--- src/rtl/mem_c_reader_pkg.sv ---
// mem_c_reader_pkg: shared definitions for the result-memory read-out engine.
// Holds the FSM state encoding, the 64x64x22 result memory geometry and a
// row-end helper. No ports; imported by mem_c_out_fifo and mem_c_reader.
package mem_c_reader_pkg;

    localparam int RA_W      = 10;
    localparam int CA_W      = 2;
    localparam int DATA_W    = 22;
    localparam int IDX_W     = RA_W + CA_W;
    localparam int MEM_WORDS = 4096;
    localparam int ROW_LEN   = 64;

    typedef enum logic [1:0] {
        IDLE,
        RUN,
        DRAIN,
        DONE
    } state_t;

    // True for the word that closes a matrix row (column 63).
    function automatic logic is_row_last(input logic [IDX_W-1:0] idx);
        return idx[5:0] == 6'(ROW_LEN - 1);
    endfunction

endpackage

--- src/rtl/mem_c_out_fifo.sv ---
// mem_c_out_fifo: small synchronous FIFO with simultaneous push/pop.
// Ports: clk, rst (async, active-high), push/din write side, pop read side,
// dout = head word (combinational), count = current occupancy.
module mem_c_out_fifo
    import mem_c_reader_pkg::*;
#(
    parameter int W     = DATA_W,
    parameter int DEPTH = 2
) (
    input  logic                         clk,
    input  logic                         rst,
    input  logic                         push,
    input  logic [W-1:0]                 din,
    input  logic                         pop,
    output logic [W-1:0]                 dout,
    output logic [$clog2(DEPTH+1)-1:0]   count
);

    localparam int CW = $clog2(DEPTH + 1);
    localparam int PW = (DEPTH > 1) ? $clog2(DEPTH) : 1;

    logic [W-1:0]  mem [DEPTH];
    logic [PW-1:0] wptr;
    logic [PW-1:0] rptr;
    logic          empty;
    logic          full;
    logic          do_push;
    logic          do_pop;

    function automatic logic [PW-1:0] nxt(input logic [PW-1:0] p);
        return (p == PW'(DEPTH - 1)) ? '0 : p + PW'(1);
    endfunction

    assign empty   = (count == '0);
    assign full    = (count == CW'(DEPTH));
    assign do_pop  = pop && !empty;
    // A full FIFO still accepts a write when the head leaves this cycle.
    assign do_push = push && (!full || do_pop);

    always_ff @(posedge clk or posedge rst) begin
        if (rst) begin
            for (int i = 0; i < DEPTH; i++) begin
                mem[i] <= '0;
            end
            wptr  <= '0;
            rptr  <= '0;
            count <= '0;
        end else begin
            if (do_push) begin
                mem[wptr] <= din;
                wptr      <= nxt(wptr);
            end
            if (do_pop) begin
                rptr <= nxt(rptr);
            end
            count <= count + CW'(do_push) - CW'(do_pop);
        end
    end

    assign dout = mem[rptr];

endmodule

--- src/rtl/mem_c_reader.sv ---
// mem_c_reader: streams all 4096 words of the 64x64 result memory in
// row-major order onto a valid/ready port.
// Ports: clk, rst (async, active-high), start, busy, done;
// memory side mem_ra, mem_ca, mem_nce, mem_nwrt, mem_din, mem_do;
// stream side dout, dout_valid, dout_ready and, with macro
// C_ROW_LAST_EN defined, dout_last (high on each row's final word).
module mem_c_reader
    import mem_c_reader_pkg::*;
#(
    parameter int FIFO_DEPTH = 2,
    parameter int N_WORDS    = MEM_WORDS
) (
    input  logic              clk,
    input  logic              rst,
    input  logic              start,
    output logic              busy,
    output logic              done,
    output logic [RA_W-1:0]   mem_ra,
    output logic [CA_W-1:0]   mem_ca,
    output logic              mem_nce,
    output logic              mem_nwrt,
    output logic [DATA_W-1:0] mem_din,
    input  logic [DATA_W-1:0] mem_do,
    output logic [DATA_W-1:0] dout,
    output logic              dout_valid,
    input  logic              dout_ready
`ifdef C_ROW_LAST_EN
    ,
    output logic              dout_last
`endif
);

    localparam int CW = $clog2(FIFO_DEPTH + 1);
    localparam int SW = CW + 1;

`ifdef C_ROW_LAST_EN
    localparam int FW = DATA_W + 1;
`else
    localparam int FW = DATA_W;
`endif

    state_t           state;
    logic [IDX_W-1:0] idx;
    logic             inflight;
    logic             issue;
    logic             pop;
    logic [CW-1:0]    count;
    logic [SW-1:0]    credit;
    logic [FW-1:0]    fifo_din;
    logic [FW-1:0]    fifo_q;

    // Slots already claimed: words held plus the word still in flight.
    assign credit = SW'(count) + SW'(inflight);
    assign pop    = dout_valid && dout_ready;

    // Issue only if the word returning next cycle is sure to fit.
    assign issue  = (state == RUN)
                 && (credit < SW'(FIFO_DEPTH) + SW'(pop));

    assign mem_nce  = !issue;
    assign mem_ra   = idx[IDX_W-1:CA_W];
    assign mem_ca   = idx[CA_W-1:0];
    assign mem_nwrt = 1'b1;
    assign mem_din  = '0;

    always_ff @(posedge clk or posedge rst) begin
        if (rst) begin
            state    <= IDLE;
            idx      <= '0;
            inflight <= 1'b0;
            busy     <= 1'b0;
            done     <= 1'b0;
        end else begin
            inflight <= issue;
            done     <= 1'b0;
            unique case (state)
                IDLE: begin
                    if (start) begin
                        state <= RUN;
                        idx   <= '0;
                        busy  <= 1'b1;
                    end
                end
                RUN: begin
                    if (issue) begin
                        idx <= idx + IDX_W'(1);
                        if (idx == IDX_W'(N_WORDS - 1)) begin
                            state <= DRAIN;
                        end
                    end
                end
                DRAIN: begin
                    // FIFO empties at this edge and nothing is in flight.
                    if (credit == SW'(pop)) begin
                        state <= DONE;
                        done  <= 1'b1;
                        busy  <= 1'b0;
                    end
                end
                DONE: begin
                    state <= IDLE;
                end
                default: begin
                    state <= IDLE;
                end
            endcase
        end
    end

`ifdef C_ROW_LAST_EN
    logic last_inflight;

    always_ff @(posedge clk or posedge rst) begin
        if (rst) begin
            last_inflight <= 1'b0;
        end else begin
            last_inflight <= issue && is_row_last(idx);
        end
    end

    assign fifo_din  = {last_inflight, mem_do};
    assign dout_last = fifo_q[DATA_W];
`else
    assign fifo_din  = mem_do;
`endif

    assign dout       = fifo_q[DATA_W-1:0];
    assign dout_valid = (count != '0);

    mem_c_out_fifo #(
        .W     (FW),
        .DEPTH (FIFO_DEPTH)
    ) u_fifo (
        .clk   (clk),
        .rst   (rst),
        .push  (inflight),
        .din   (fifo_din),
        .pop   (pop),
        .dout  (fifo_q),
        .count (count)
    );

endmodule

--- config.mk ---
export PLATFORM = sky130hd
export DESIGN_NAME = mem_c_reader
export DESIGN_NICKNAME = d
export VERILOG_FILES = /design/src/rtl/mem_c_reader_pkg.sv /design/src/rtl/mem_c_out_fifo.sv /design/src/rtl/mem_c_reader.sv
export SDC_FILE = /design/constraint.sdc
export NUM_CORES = 1
export LEC_CHECK = 0
export CELL_PAD_IN_SITES_DETAIL_PLACEMENT = 2
export CELL_PAD_IN_SITES_GLOBAL_PLACEMENT = 2
export CORE_UTILIZATION = 35
export CTS_BUF_LIST = sky130_fd_sc_hd__clkbuf_8
export CTS_CLUSTER_SIZE = 8
export DETAILED_ROUTE_END_ITERATION = 16
export HOLD_SLACK_MARGIN = 0.08
export PLACE_DENSITY = 0.88
export SLEW_MARGIN = 20
export SYNTH_ARGS = -nofsm -noshare
export SYNTH_HDL_FRONTEND = slang
export SYNTH_SLANG_ARGS = --single-unit
--- constraint.sdc ---
create_clock -name clk -period 4.3 [get_ports clk]
set_input_delay 0.86 -clock clk [delete_from_list [all_inputs] [get_ports clk]]
set_output_delay 0.86 -clock clk [all_outputs]
set_load 0.005 [all_outputs]
==> reports/metrics.cfg, run 1 <==
[clock_tree]
clockBufferDepth=2
path_clk_slew_ns=0.07
hold_buffers=0
cts_buffers=9
root_buffer=clkbuf_8
clock_latency_ns=0.33
cts_max_level=3
cts.sinks=65
cts_tree=yes
cts_resized=0
postCtsSetupBuffers=0

[sta]
setup_tns_ns=0
period_share_pct=82.7
finalMaxSlewViolations=0
setup_violations=0
hold_viol=0
max_clock_freq_mhz=281
skew_ns=0.00607
worst_pin_slew_ns=0.868
finalCriticalPeriod_ns=3.56
rsz0062_at_grt=false
max_slew_margin_pct=42.2

[cells_and_area]
multi_input_area_mm2=0.00146
n_fill_cell=911
final_util_pct=46.5
fin_cells=447
nets=371
n_antenna_cell=0
syn2layout_area_growth_pct=26.7
final_area_mm2=0.00413
drive_above_1_share_pct=26.5
final-seq-area_mm2=0.00163

[synth]
synth.top_cells.by_count=mux2_2, dfrtp_1, buf_4, nor2_1, nand2_1
synth_edf_count=0
synth_area_leaders=dfrtp_1, mux2_2, buf_4
ys_ff_latch=65
yosysMostFrequentCell=mux2_2
synth.yosys.seq_area_share_pct=49.9
synth_top_flop_cell=dfrtp_1
synthCells=266
async_flop_share_pct=100
synth_area_leader_cell=dfrtp_1
yosys.area.top_type_share_pct=49.9
postSynthAreaPerCell_um2=12.3
synth_area_mm2=0.00326
yosys_warnings=0
synth_cell_types=33

[worst_setup_path]
worstReg2RegStart=u_fifo.count[0]
end_kind=output port
start_kind=input port
timing.rr.end=state[1]
crit_family=buffers and inverters
crit_fanout=5
path_common_cell=clkdlybuf4s50_1
critPathKind=input port to output port
reg2reg_depth=7
arrival_ns=2.70
path_buf_inv=2
crit_chain=clkdlybuf4s50_1 -> and2_1 -> ha_1 -> nor2b_1 -> nor2_1 -> nand2_1 -> clkdlybuf4s50_1
rrSetupSlack_ns=2.05
worst_ep_required_time_ns=3.44
slowest_stage=clkdlybuf4s50_1
slowest_delay_ns=0.51

[route]
route.detailed.drc=3
via_per_inst=4.82
antenna_left=0
drt_first_pass_iters=12
dr_total_vias=2153
first_iter_violations=29
routed_wl_um=7680
wire_per_inst_um=17.2

[power]
p_per_area_mw_per_mm2=773
ir_drop_mv=0.391
p_total_w=0.00319
p_leak_nw=1.81

[die]
io_pins=87
coreArea_mm2=0.00889
start_util_pct=36.7
die_h_um=98.5
die_area_mm2=0.00971
die_w_um=98.5
fp-row-count=34

[placed_design]
hpwl_um=5560
port-buffer-count=63
place_area_mm2=0.00392
dp_cells=432
place_congestion=0.746

[hold_path]
hp-start=u_fifo.mem[14]
hp-class=flip-flop to flip-flop
holdPathEnd=u_fifo.mem[14]
hold_depth=1

[global_routing]
grt_pass1_vias=2404
antenna_found_initial=0
grt_use_total_pct=17.0
grt_pass1_wl_um=12700
grt_max_degree=46
grt-ovfl-total=0

[run]
maxCapViolations=0

[run_status]
violations=DRC
status=finished with violations

logic make-up (layout without fill, tap and decap cells):
logic type,Yosys count,count (layout),synth area share (%)
buf+inv,39,91,7.71
mux,69,69,23.8
flops,65,65,49.9
simple gates,52,52,7.79
xor+xnor,13,13,3.49
other cells,2,23,0.230
fa+ha+maj,10,10,3.84
compound gates,16,16,3.30
metrics by stage:
stage / hold WS (ns) / worst slack, ns
floorplan: 0.468 / 1.81
global placement: 0.481 / 0.810
detailed placement: 0.491 / 0.765
CTS: 0.506 / 0.739
global route: 0.529 / 0.615
finish: 0.503 / 0.743
flip-flops by register name, indices dropped and copies added (netlist names):
signal,flops
done,1
u_fifo.rptr,1
u_fifo.wptr,1
inflight,1
idx,12
busy,1
u_fifo.count,2
u_fifo.mem,44
state,2
per-layer routing:
metal  up-vias  share of wire [%]  routed length, µm  GRT usage (%)
met3        11                2.8                218           4.11
met5         -                  0                  0              0
met1      1096                 43               3300           20.8
met2        43                 53               4050           30.0
li1       1003                  -                  -              -
met4         0                1.4                109           4.48
layout make-up:
type,instances,area share [%]
well taps,108,3.27
clock inverters,5,1.76
flip-flops and latches,65,39.4
inverters,9,0.818
clock buffers,10,3.33
repair buffers,67,16.0
multi-input cells,183,35.4
worst max path at each step:
stage / slack, ns / start / end / cells past startpoint
floorplan: 1.81 / rst / busy / 1
global placement: 0.81 / dout_ready / mem_nce / 7
detailed placement: 0.77 / dout_ready / mem_nce / 7
CTS: 0.74 / dout_ready / mem_nce / 7
global route: 0.61 / dout_ready / mem_nce / 7
finish: 0.74 / dout_ready / mem_nce / 7
cells in the final DEF (no fill, tap or decap), types with 2 or more instances in the layout:
master	Yosys	routed
a21oi_1	5	5
and2_1	3	3
and3_1	3	3
buf_4	23	4
bufinv_16	0	2
clkbuf_8	0	10
clkdlybuf4s50_1	0	63
conb_1	2	23
dfrtp_1	65	65
ha_1	10	10
inv_1	9	10
mux2_2	67	67
mux2i_1	2	2
nand2_1	11	11
nand3_1	5	5
nand4_1	5	5
nor2_1	18	17
nor2b_1	2	2
o21ai_0	4	4
xnor2_1	3	3
xor2_1	10	10
where the power goes:
| group | switching, W | leakage (nW) | internal (W) |
|---|---|---|---|
| sequential | 0.000214 | 0.780 | 0.000893 |
| clock | 0.000221 | 0.115 | 0.000334 |
| combinational | 0.000591 | 0.916 | 0.000940 |
(Power assumes the default switching activity.)
==> run 2, diff against run 1 <==
--- a/config.mk
+++ b/config.mk
@@ -7,12 +7,12 @@
 export LEC_CHECK = 0
 export CELL_PAD_IN_SITES_DETAIL_PLACEMENT = 2
 export CELL_PAD_IN_SITES_GLOBAL_PLACEMENT = 2
-export CORE_UTILIZATION = 35
+export CORE_UTILIZATION = 29
 export CTS_BUF_LIST = sky130_fd_sc_hd__clkbuf_8
 export CTS_CLUSTER_SIZE = 8
 export DETAILED_ROUTE_END_ITERATION = 16
 export HOLD_SLACK_MARGIN = 0.08
-export PLACE_DENSITY = 0.88
+export PLACE_DENSITY = 0.78
 export SLEW_MARGIN = 20
 export SYNTH_ARGS = -nofsm -noshare
 export SYNTH_HDL_FRONTEND = slang
==> constraint.sdc (replaced) <==
create_clock -name clk -period 3 [get_ports clk]
set_input_delay 0.6 -clock clk [delete_from_list [all_inputs] [get_ports clk]]
set_output_delay 0.6 -clock clk [all_outputs]
set_load 0.005 [all_outputs]
==> run 2 against run 1 <==
Effect of this change:
- cell count is 8.1% higher
- critical path depth did not move
- wire length down 0.12%
- highest routed layer unchanged
- clock power increased by 70%
- critical path type unchanged
- the flow now finishes without violations
- die area up 20%
==> reports/metrics.cfg, run 2 (synthesis results as in run 1) <==
[clock_tree]
root_buffer=clkbuf_8
clockBufferDepth=2
cts_resized=0
hold_buffers=0
postCtsSetupBuffers=0
cts_max_level=3
path_clk_slew_ns=0.07
clock_latency_ns=0.34
cts_tree=yes
cts_buffers=9
cts.sinks=65

[die]
die_h_um=108
die_area_mm2=0.0117
fp-row-count=38
io_pins=87
start_util_pct=29.9
die_w_um=108
coreArea_mm2=0.0109

[sta]
setup_tns_ns=0
finalCriticalPeriod_ns=2.90
setup_violations=0
skew_ns=0.00881
max_slew_margin_pct=47.8
rsz0062_at_grt=false
hold_viol=0
max_clock_freq_mhz=345
finalMaxSlewViolations=0
period_share_pct=96.8
worst_pin_slew_ns=0.781
layout_setup_ws_ns=0.0975

[power]
combPwrFrac_pct=48.4
p_sw_w=0.00152
power_frac_clock_pct=19.7
p_leak_nw=1.84
ir_drop_mv=0.366
p_seq_share_pct=31.9
p_int_w=0.00326
p_sw_share_pct=31.7
p_per_area_mw_per_mm2=1120

[worst_setup_path]
crit_chain=clkdlybuf4s50_1 -> and2_1 -> ha_1 -> nor2b_1 -> nor2_1 -> nand2_1 -> clkdlybuf4s50_1
critPathKind=input port to output port
worst_ep_required_time_ns=2.40
slowest_delay_ns=0.51
start_kind=input port
path_buf_inv=2
path_common_cell=clkdlybuf4s50_1
crit_fanout=3
slowest_stage=clkdlybuf4s50_1
end_kind=output port
crit_family=buffers and inverters
arrival_ns=2.30

[cells_and_area]
final_common_cell=mux2_2
largestRegisters=u_fifo.mem: 44 flops, idx: 12 flops
drive_above_1_share_pct=28.0
final_cell_mix=mux2_2, dfrtp_1, clkdlybuf4s50_1
fin_cells=483
n_fill_cell=1133
largest-register=u_fifo.mem
n_antenna_cell=0
largest_register_ffs=44
nets=374
syn2layout_area_growth_pct=30.3

[route]
dr_total_vias=2196
drt_first_pass_iters=4
route.detailed.drc=0
antenna_left=0
via_per_inst=4.55
routed_wl_um=7670
first_iter_violations=47
wire_per_inst_um=15.9

[placed_design]
hpwl_um=5440
place_congestion=0.774
dp_cells=467
port-buffer-count=63
pre_cts_slack_ns=0.135

[global_routing]
grt_max_degree=36
grt_pass1_vias=2431
antenna_found_initial=0
grt_pass1_wl_um=12600
grt-ovfl-total=0
grt_use_total_pct=14.2

[run_status]
status=finished, final reports clean

[hold_path]
hp-class=flip-flop to flip-flop

[run]
maxCapViolations=0

-- run 2: changes by cell type in the layout (fill, tap and decap cells not counted), sizes merged --
cell,previous run,this run
bufinv,2,3
clkinvlp,0,1
buf,4,7
clkinv,1,2
inv,11,9
-- run 2: worst paths after layout --
path	startpoint	end	slack, ns	cells after the start
max reg2reg	inflight	state[1]	0.80	8
max	dout_ready	mem_nce	0.1	7
max in group asynchronous	rst	idx[2]	1.61	3
min	u_fifo.mem[8]	u_fifo.mem[8]	0.51	1
min in group asynchronous	rst	u_fifo.mem[4]	0.74	2
min reg2reg	u_fifo.mem[8]	u_fifo.mem[8]	0.51	1
-- run 2: layer usage --
layer,share of wire [%],up-vias,track usage (%),wire length (µm)
li1,-,1013,-,-
met4,1.4,0,6.26,104
met1,42,1119,16.8,3260
met5,0,-,0,0
met3,4.2,8,2.95,323
met2,52,56,24.7,3990
-- run 2: worst register-to-register path, stage by stage, from the launching register on --
cell      delay [ns]
dfrtp_1         0.41
ha_1            0.21
ha_1            0.29
nor2b_1         0.16
nor2_1          0.16
buf_4           0.16
nand4_1         0.07
a21boi_1        0.27
mux2_2          0.37
-- run 2: stage by stage --
stage,hold slack [ns],power (W),util [%],instance area (µm²)
floorplan,0.468,0.00284,-,3340
global placement,0.480,0.00375,36.7,4000
detailed placement,0.490,0.00388,36.7,4000
CTS,0.512,0.00487,39.0,4250
global route,0.522,0.00513,39.0,4250
finish,0.506,0.00478,39.0,4250
-- run 2: area by class of cell --
| type | instances | area [µm²] | area share (%) |
|---|---|---|---|
| Sequential cell | 65 | 1630 | 38.3 |
| Multi-Input combinational cell | 183 | 1460 | 34.5 |
| Timing Repair Buffer | 70 | 696 | 16.4 |
| Tap cell | 140 | 175 | 4.12 |
| Clock buffer | 10 | 138 | 3.24 |
| Clock inverter | 6 | 115 | 2.71 |
| Inverter | 9 | 33.8 | 0.795 |
-- run 2: power by group through the flow --
stage | clock, W | sequential [W] | combinational, W
after floorplan | 0 | 0.00147 | 0.00137
after global placement | 0 | 0.00150 | 0.00225
after detailed placement | 0 | 0.00154 | 0.00233
after CTS | 0.000978 | 0.00153 | 0.00235
after global routing | 0.00102 | 0.00158 | 0.00252
final | 0.000942 | 0.00152 | 0.00231
==> RTL change 1, RTL diff (config.mk and constraints of run 2) <==
`FIFO_DEPTH`: 2 -> 1.
--- a/src/rtl/mem_c_reader.sv
+++ b/src/rtl/mem_c_reader.sv
@@ -7,7 +7,7 @@
 module mem_c_reader
     import mem_c_reader_pkg::*;
 #(
-    parameter int FIFO_DEPTH = 2,
+    parameter int FIFO_DEPTH = 1,
     parameter int N_WORDS    = MEM_WORDS
 ) (
     input  logic              clk,
Formal check against the unedited RTL: not equivalent (a bounded check fails within 4 cycles, from zero or initial values and one cycle with rst high).
==> RTL change 1 against run 2 <==
- worst setup slack better by 0.035 ns
- maximum frequency is 1.2% higher
- power is 50% lower
- clock skew is 0.0064 ns lower
- final area is 33% lower
- sequential cell count is 25 lower
- global-route usage is 1.2 points higher
- non-clock buffer count is 2 lower
- synthesized area is 37% lower
- critical endpoint unchanged
- routed wire length is 30% lower
==> RTL change 1: results (changes against run 2) <==
| Metric | Value |
|---|---|
| Top post-synthesis cells by area | dfrtp_1 49%, mux2_2 12%, buf_4 8.4% |
| Largest net degree at the start of global routing | 41 (+14%) |
| Worst VDD drop | 0.280 mV (-24%) |
| Rel. slew slack | 45.5% (-2.3 points) |
| DR pass1 iterations | 3 (-1) |
| Vias in the first global route | 1632 (-33%) |
| Largest regs | u_fifo.mem (22), idx (12), state (2) |
| Status | finished, final reports clean |
| Synth top cells by count | 40 x dfrtp_1, 23 x buf_4, 22 x mux2_2 |
| Post-Synth XOR/XNOR Area | 2.14% (-1.4 points) |
| FILL cells | 742 (-35%) |
| Starting DRT DRC Count | 50 (+6.4%) |
| Worst skew pair latency | 0.29 ns (-0.05 ns) |
| First-pass GRT wire length | 8670 um (-31%) |
| Mux contribution to synthesized area | 14.1% (-9.6 points) |
| Synth Area in Compound Gates | 5.74% (+2.4 points) |
| Leak | 1.23 nW (-33%) |
| Pre-CTS setup slack | 0.127 ns (-0.00794 ns) |
| Area Overhead vs Synth | 38.0% |
| Share of layout cells above drive strength 1 | 15.9% (-12 points) |
| Via Count | 1548 (-30%) |
| Post-DP HPWL | 4200 um (-23%) |
| Placed cells | 340 (-27%) |
| Clk_skew | 0.00236 ns (-0.00645 ns) |
| Share of the yosys chip area belonging to registers | 48.9% (-1.0 points) |
| CTS Buf Count | 5 (-4) |
| Post-DP Area | 0.00272 sq mm (-32%) |
| H-tree Lvls | 2 (-1) |
| Tot GR Track Use | 15.4% (+1.2 points) |
| Adder-Cell Fraction of Synth Area | 4.03% (+0.19 points) |
| Vias/cell | 4.45 (-2.2%) |
| Mapped Cells | 182 (-32%) |
| Total Wirelength | 5390 um (-30%) |
[RTL change 1: cell count changes after synthesis, sizes merged, moves of 3 or more]
cell	run 2	this run
nor3	0	3
nor2	18	12
dfrtp	65	40
and3	3	0
mux2	67	23
buf	30	26
nor4	0	3
ha	10	5
xor2	10	1
[RTL change 1: cell families after synthesis]
family                   count (synthesis)
AO/OA/AOI/OAI                           17
XOR/XNOR                                 5
adder cells (fa/ha/maj)                  6
buffers and inverters                   36
flip-flops                              40
multiplexers                            26
other                                    2
AND/OR/NAND/NOR                         50
[RTL change 1: power breakdown]
part           switching, mW  internal, mW  total (mW)  leakage, nW
clock                  0.191         0.244       0.434       0.0593
combinational          0.377         0.662        1.04        0.689
sequential             0.156         0.747       0.903        0.485
[RTL change 1: cell type report]
type | instances | share of cell area (%)
Clock buffer | 5 | 2.43
Inverter | 9 | 1.20
Clock inverter | 3 | 1.37
Sequential cell | 40 | 35.4
Tap cell | 96 | 4.25
Multi-Input combinational cell | 127 | 31.7
Timing Repair Buffer | 68 | 23.6
[RTL change 1: worst max-delay path, stage by stage]
cell	delay, ns
clkdlybuf4s50_1	0.42
and2_1	0.18
fa_1	0.41
nand2_1	0.14
clkdlybuf4s50_1	0.52
[RTL change 1: final timing paths]
path,startpoint,to,slack [ns],depth (start not counted)
worst max-delay path,dout_ready,mem_nce,0.13,5
worst min-delay path,u_fifo.mem[2],u_fifo.mem[2],0.51,1
worst max register to register,state[1],idx[10],0.83,6
worst min register to register,u_fifo.mem[2],u_fifo.mem[2],0.51,1
max in group asynchronous,rst,idx[3],1.87,3
min in group asynchronous,rst,u_fifo.mem[1],0.77,3
[RTL change 1: routing by layer]
layer	wire length, um	part of all wire (%)	track usage [%]
met5	0	0	0
met4	72	1.3	5.00
met3	452	8.4	4.62
met2	2600	48	26.4
met1	2270	42	18.4
==> RTL change 2, RTL diff (settings of run 2) <==
Without the edit above. The 4 states of `state_t` get a one-hot encoding in 4 bits.
--- a/src/rtl/mem_c_reader_pkg.sv
+++ b/src/rtl/mem_c_reader_pkg.sv
@@ -10,11 +10,11 @@
     localparam int MEM_WORDS = 4096;
     localparam int ROW_LEN   = 64;
 
-    typedef enum logic [1:0] {
-        IDLE,
-        RUN,
-        DRAIN,
-        DONE
+    typedef enum logic [3:0] {
+        IDLE  = 4'b0001,
+        RUN   = 4'b0010,
+        DRAIN = 4'b0100,
+        DONE  = 4'b1000
     } state_t;
 
     // True for the word that closes a matrix row (column 63).
Formal check against the unedited RTL: no difference found for any inputs over 10 cycles, from zero or initial values and one cycle with rst high; not proved beyond that.
==> RTL change 2 against run 2 <==
- sequential cell count is 2 higher
- synthesized area is essentially flat
- largest power group unchanged
- synthesized cell count down 1.5%
- worst setup slack improved by 0.018 ns
- worst hold slack got worse by 0.00091 ns
- count of clock-buffer cells in the layout shrank 1
- first-iteration DRC count is 4.3% lower
- routed wire length rose by 1.2%
- global-route usage rose by 0.30 points
- cell count fell by 1.4%
- final area is 1.2% lower
- via count increased by 1.6%
- power decreased by 17%
==> RTL change 2: results (changes against run 2) <==
| Metric | Value |
|---|---|
| Placed cells | 460 (-1.5%) |
| # Post-CTS Setup Buffers | 0 (unchanged) |
| Total Wirelength | 7760 um (+1.2%) |
| ANT cells | 0 (unchanged) |
| Clk_skew | 0.0156 ns (+0.00677 ns) |
| H-tree Lvls | 3 (unchanged) |
| Share of layout cells above drive strength 1 | 27.7% (-0.31 points) |
| Post-DP HPWL | 5460 um (+0.33%) |
| Leak | 1.85 nW (+0.78%) |
| Clk pin slew, worst setup/hold paths | approximately 0.080 ns |
| Top post-synthesis cells by area | dfrtp_1 51%, mux2_2 23%, buf_4 5.3% |
| Top cell type's share of synthesized area | 50.7% (+0.81 points) |
| CP max FO | 3 (unchanged) |
| Tot GR Track Use | 14.5% (+0.30 points) |
| Synth top cells by count | 66 x dfrtp_1, 66 x mux2_2, 23 x buf_4 |
| Status | finished, final reports clean |
| Cts repair resizes | 0 (unchanged) |
| Largest regs | u_fifo.mem (44), idx (12), state (4) |
| EDFF count, synth | 0 (unchanged) |
| Sw frac | 31.0% (-0.73 points) |
| Cell variety after synth | 40 (+21%) |
| Worst VDD drop | 0.313 mV (-14%) |
| Root Driver | clkbuf_8 |
| Vias/cell | 4.69 (+3.1%) |
| Share of the yosys chip area belonging to registers | 51.5% (+1.6 points) |
| DR pass1 iterations | 4 (unchanged) |
| Starting DRT DRC Count | 45 (-4.3%) |
| First-pass GRT wire length | 12900 um (+2.9%) |
| Worst Max-Slew Pin Slew | 0.551 ns (-0.231 ns) |
| Share of synthesized registers carrying an async set or reset | 100% (unchanged) |
| Worst skew pair latency | ~0.35 ns |
| Top_reg_cell synth | dfrtp_1 |
| Largest net degree at the start of global routing | 43 (+19%) |
| Mean Syn Cell Area | 12.4 sq um (+1.4%) |
| CP max stage delay | 0.51 ns (about the same) |
| Routed WL per cell | 16.3 um (+2.7%) |
| Nets | 363 (-2.9%) |
| Gpl congestion | 0.735 (-5.0%) |
| Vias in the first global route | 2474 (+1.8%) |
| Worst EP arrival | 2.28 ns (-0.02 ns) |
| FILL cells | 1130 (-0.26%) |
## RTL change 2: kinds of logic after synthesis
family | count (synthesis) | synth area share [%]
other | 2 | 0.231
AOI/OAI and AO/OA | 22 | 4.76
buffers and inverters | 43 | 7.68
adders and majority gates | 6 | 2.30
muxes | 68 | 23.4
DFF | 67 | 51.5
and+or+nand+nor | 50 | 9.02
xor gates and xnor gates | 4 | 1.08
## RTL change 2: area by class of cell
cell class	count	area share (%)
Sequential cell	67	40.0
Multi-Input combinational cell	173	33.6
Timing Repair Buffer	70	16.6
Tap cell	140	4.17
Clock buffer	9	2.95
Clock inverter	7	1.82
Inverter	10	0.894
## RTL change 2: stage by stage
| stage | area [sq um] | util [%] | hold slack [ns] | worst slack [ns] |
|---|---|---|---|---|
| finish | 4200 | 38.6 | 0.505 | 0.115 |
| global route | 4200 | 38.6 | 0.529 | 0.0202 |
| detailed placement | 4000 | 36.7 | 0.492 | 0.114 |
| global placement | 4000 | 36.7 | 0.480 | 0.118 |
| CTS | 4200 | 38.6 | 0.510 | 0.0856 |
| floorplan | 3340 | - | 0.468 | 0.715 |
## RTL change 2: critical path, delay by kind of cell
family / cells / cell delay, ns
buffers and inverters: 2 / 0.98
AND/OR/NAND/NOR: 3 / 0.55
adder cells (fa/ha/maj): 1 / 0.14
## RTL change 2: layer usage
metal | GRT usage (%) | vias to the layer above | share of wire (%)
met2 | 24.6 | 60 | 50
met4 | 4.40 | 0 | 0.68
met1 | 17.8 | 1144 | 43
met3 | 4.22 | 6 | 5.6
met5 | 0 | - | 0
li1 | - | 1021 | -
## RTL change 2: power by group through the flow
stage	Clock (mW)	Sequential [mW]	Combinational [mW]
finish	0.770	1.47	1.73
global route	0.842	1.54	1.90
CTS	0.802	1.48	1.78
detailed placement	0	1.50	1.77
global placement	0	1.46	1.70
floorplan	0	1.42	1.03
## RTL change 2: worst paths after layout
check | startpoint | endpoint | depth (start not counted) | slack [ns]
max | dout_ready | mem_nce | 6 | 0.12
min | busy | busy | 2 | 0.50
max reg2reg | u_fifo.count[0] | idx[5] | 8 | 0.69
min reg2reg | busy | busy | 2 | 0.50
max in group asynchronous | rst | u_fifo.mem[25] | 3 | 1.90
min in group asynchronous | rst | u_fifo.count[1] | 3 | 0.64
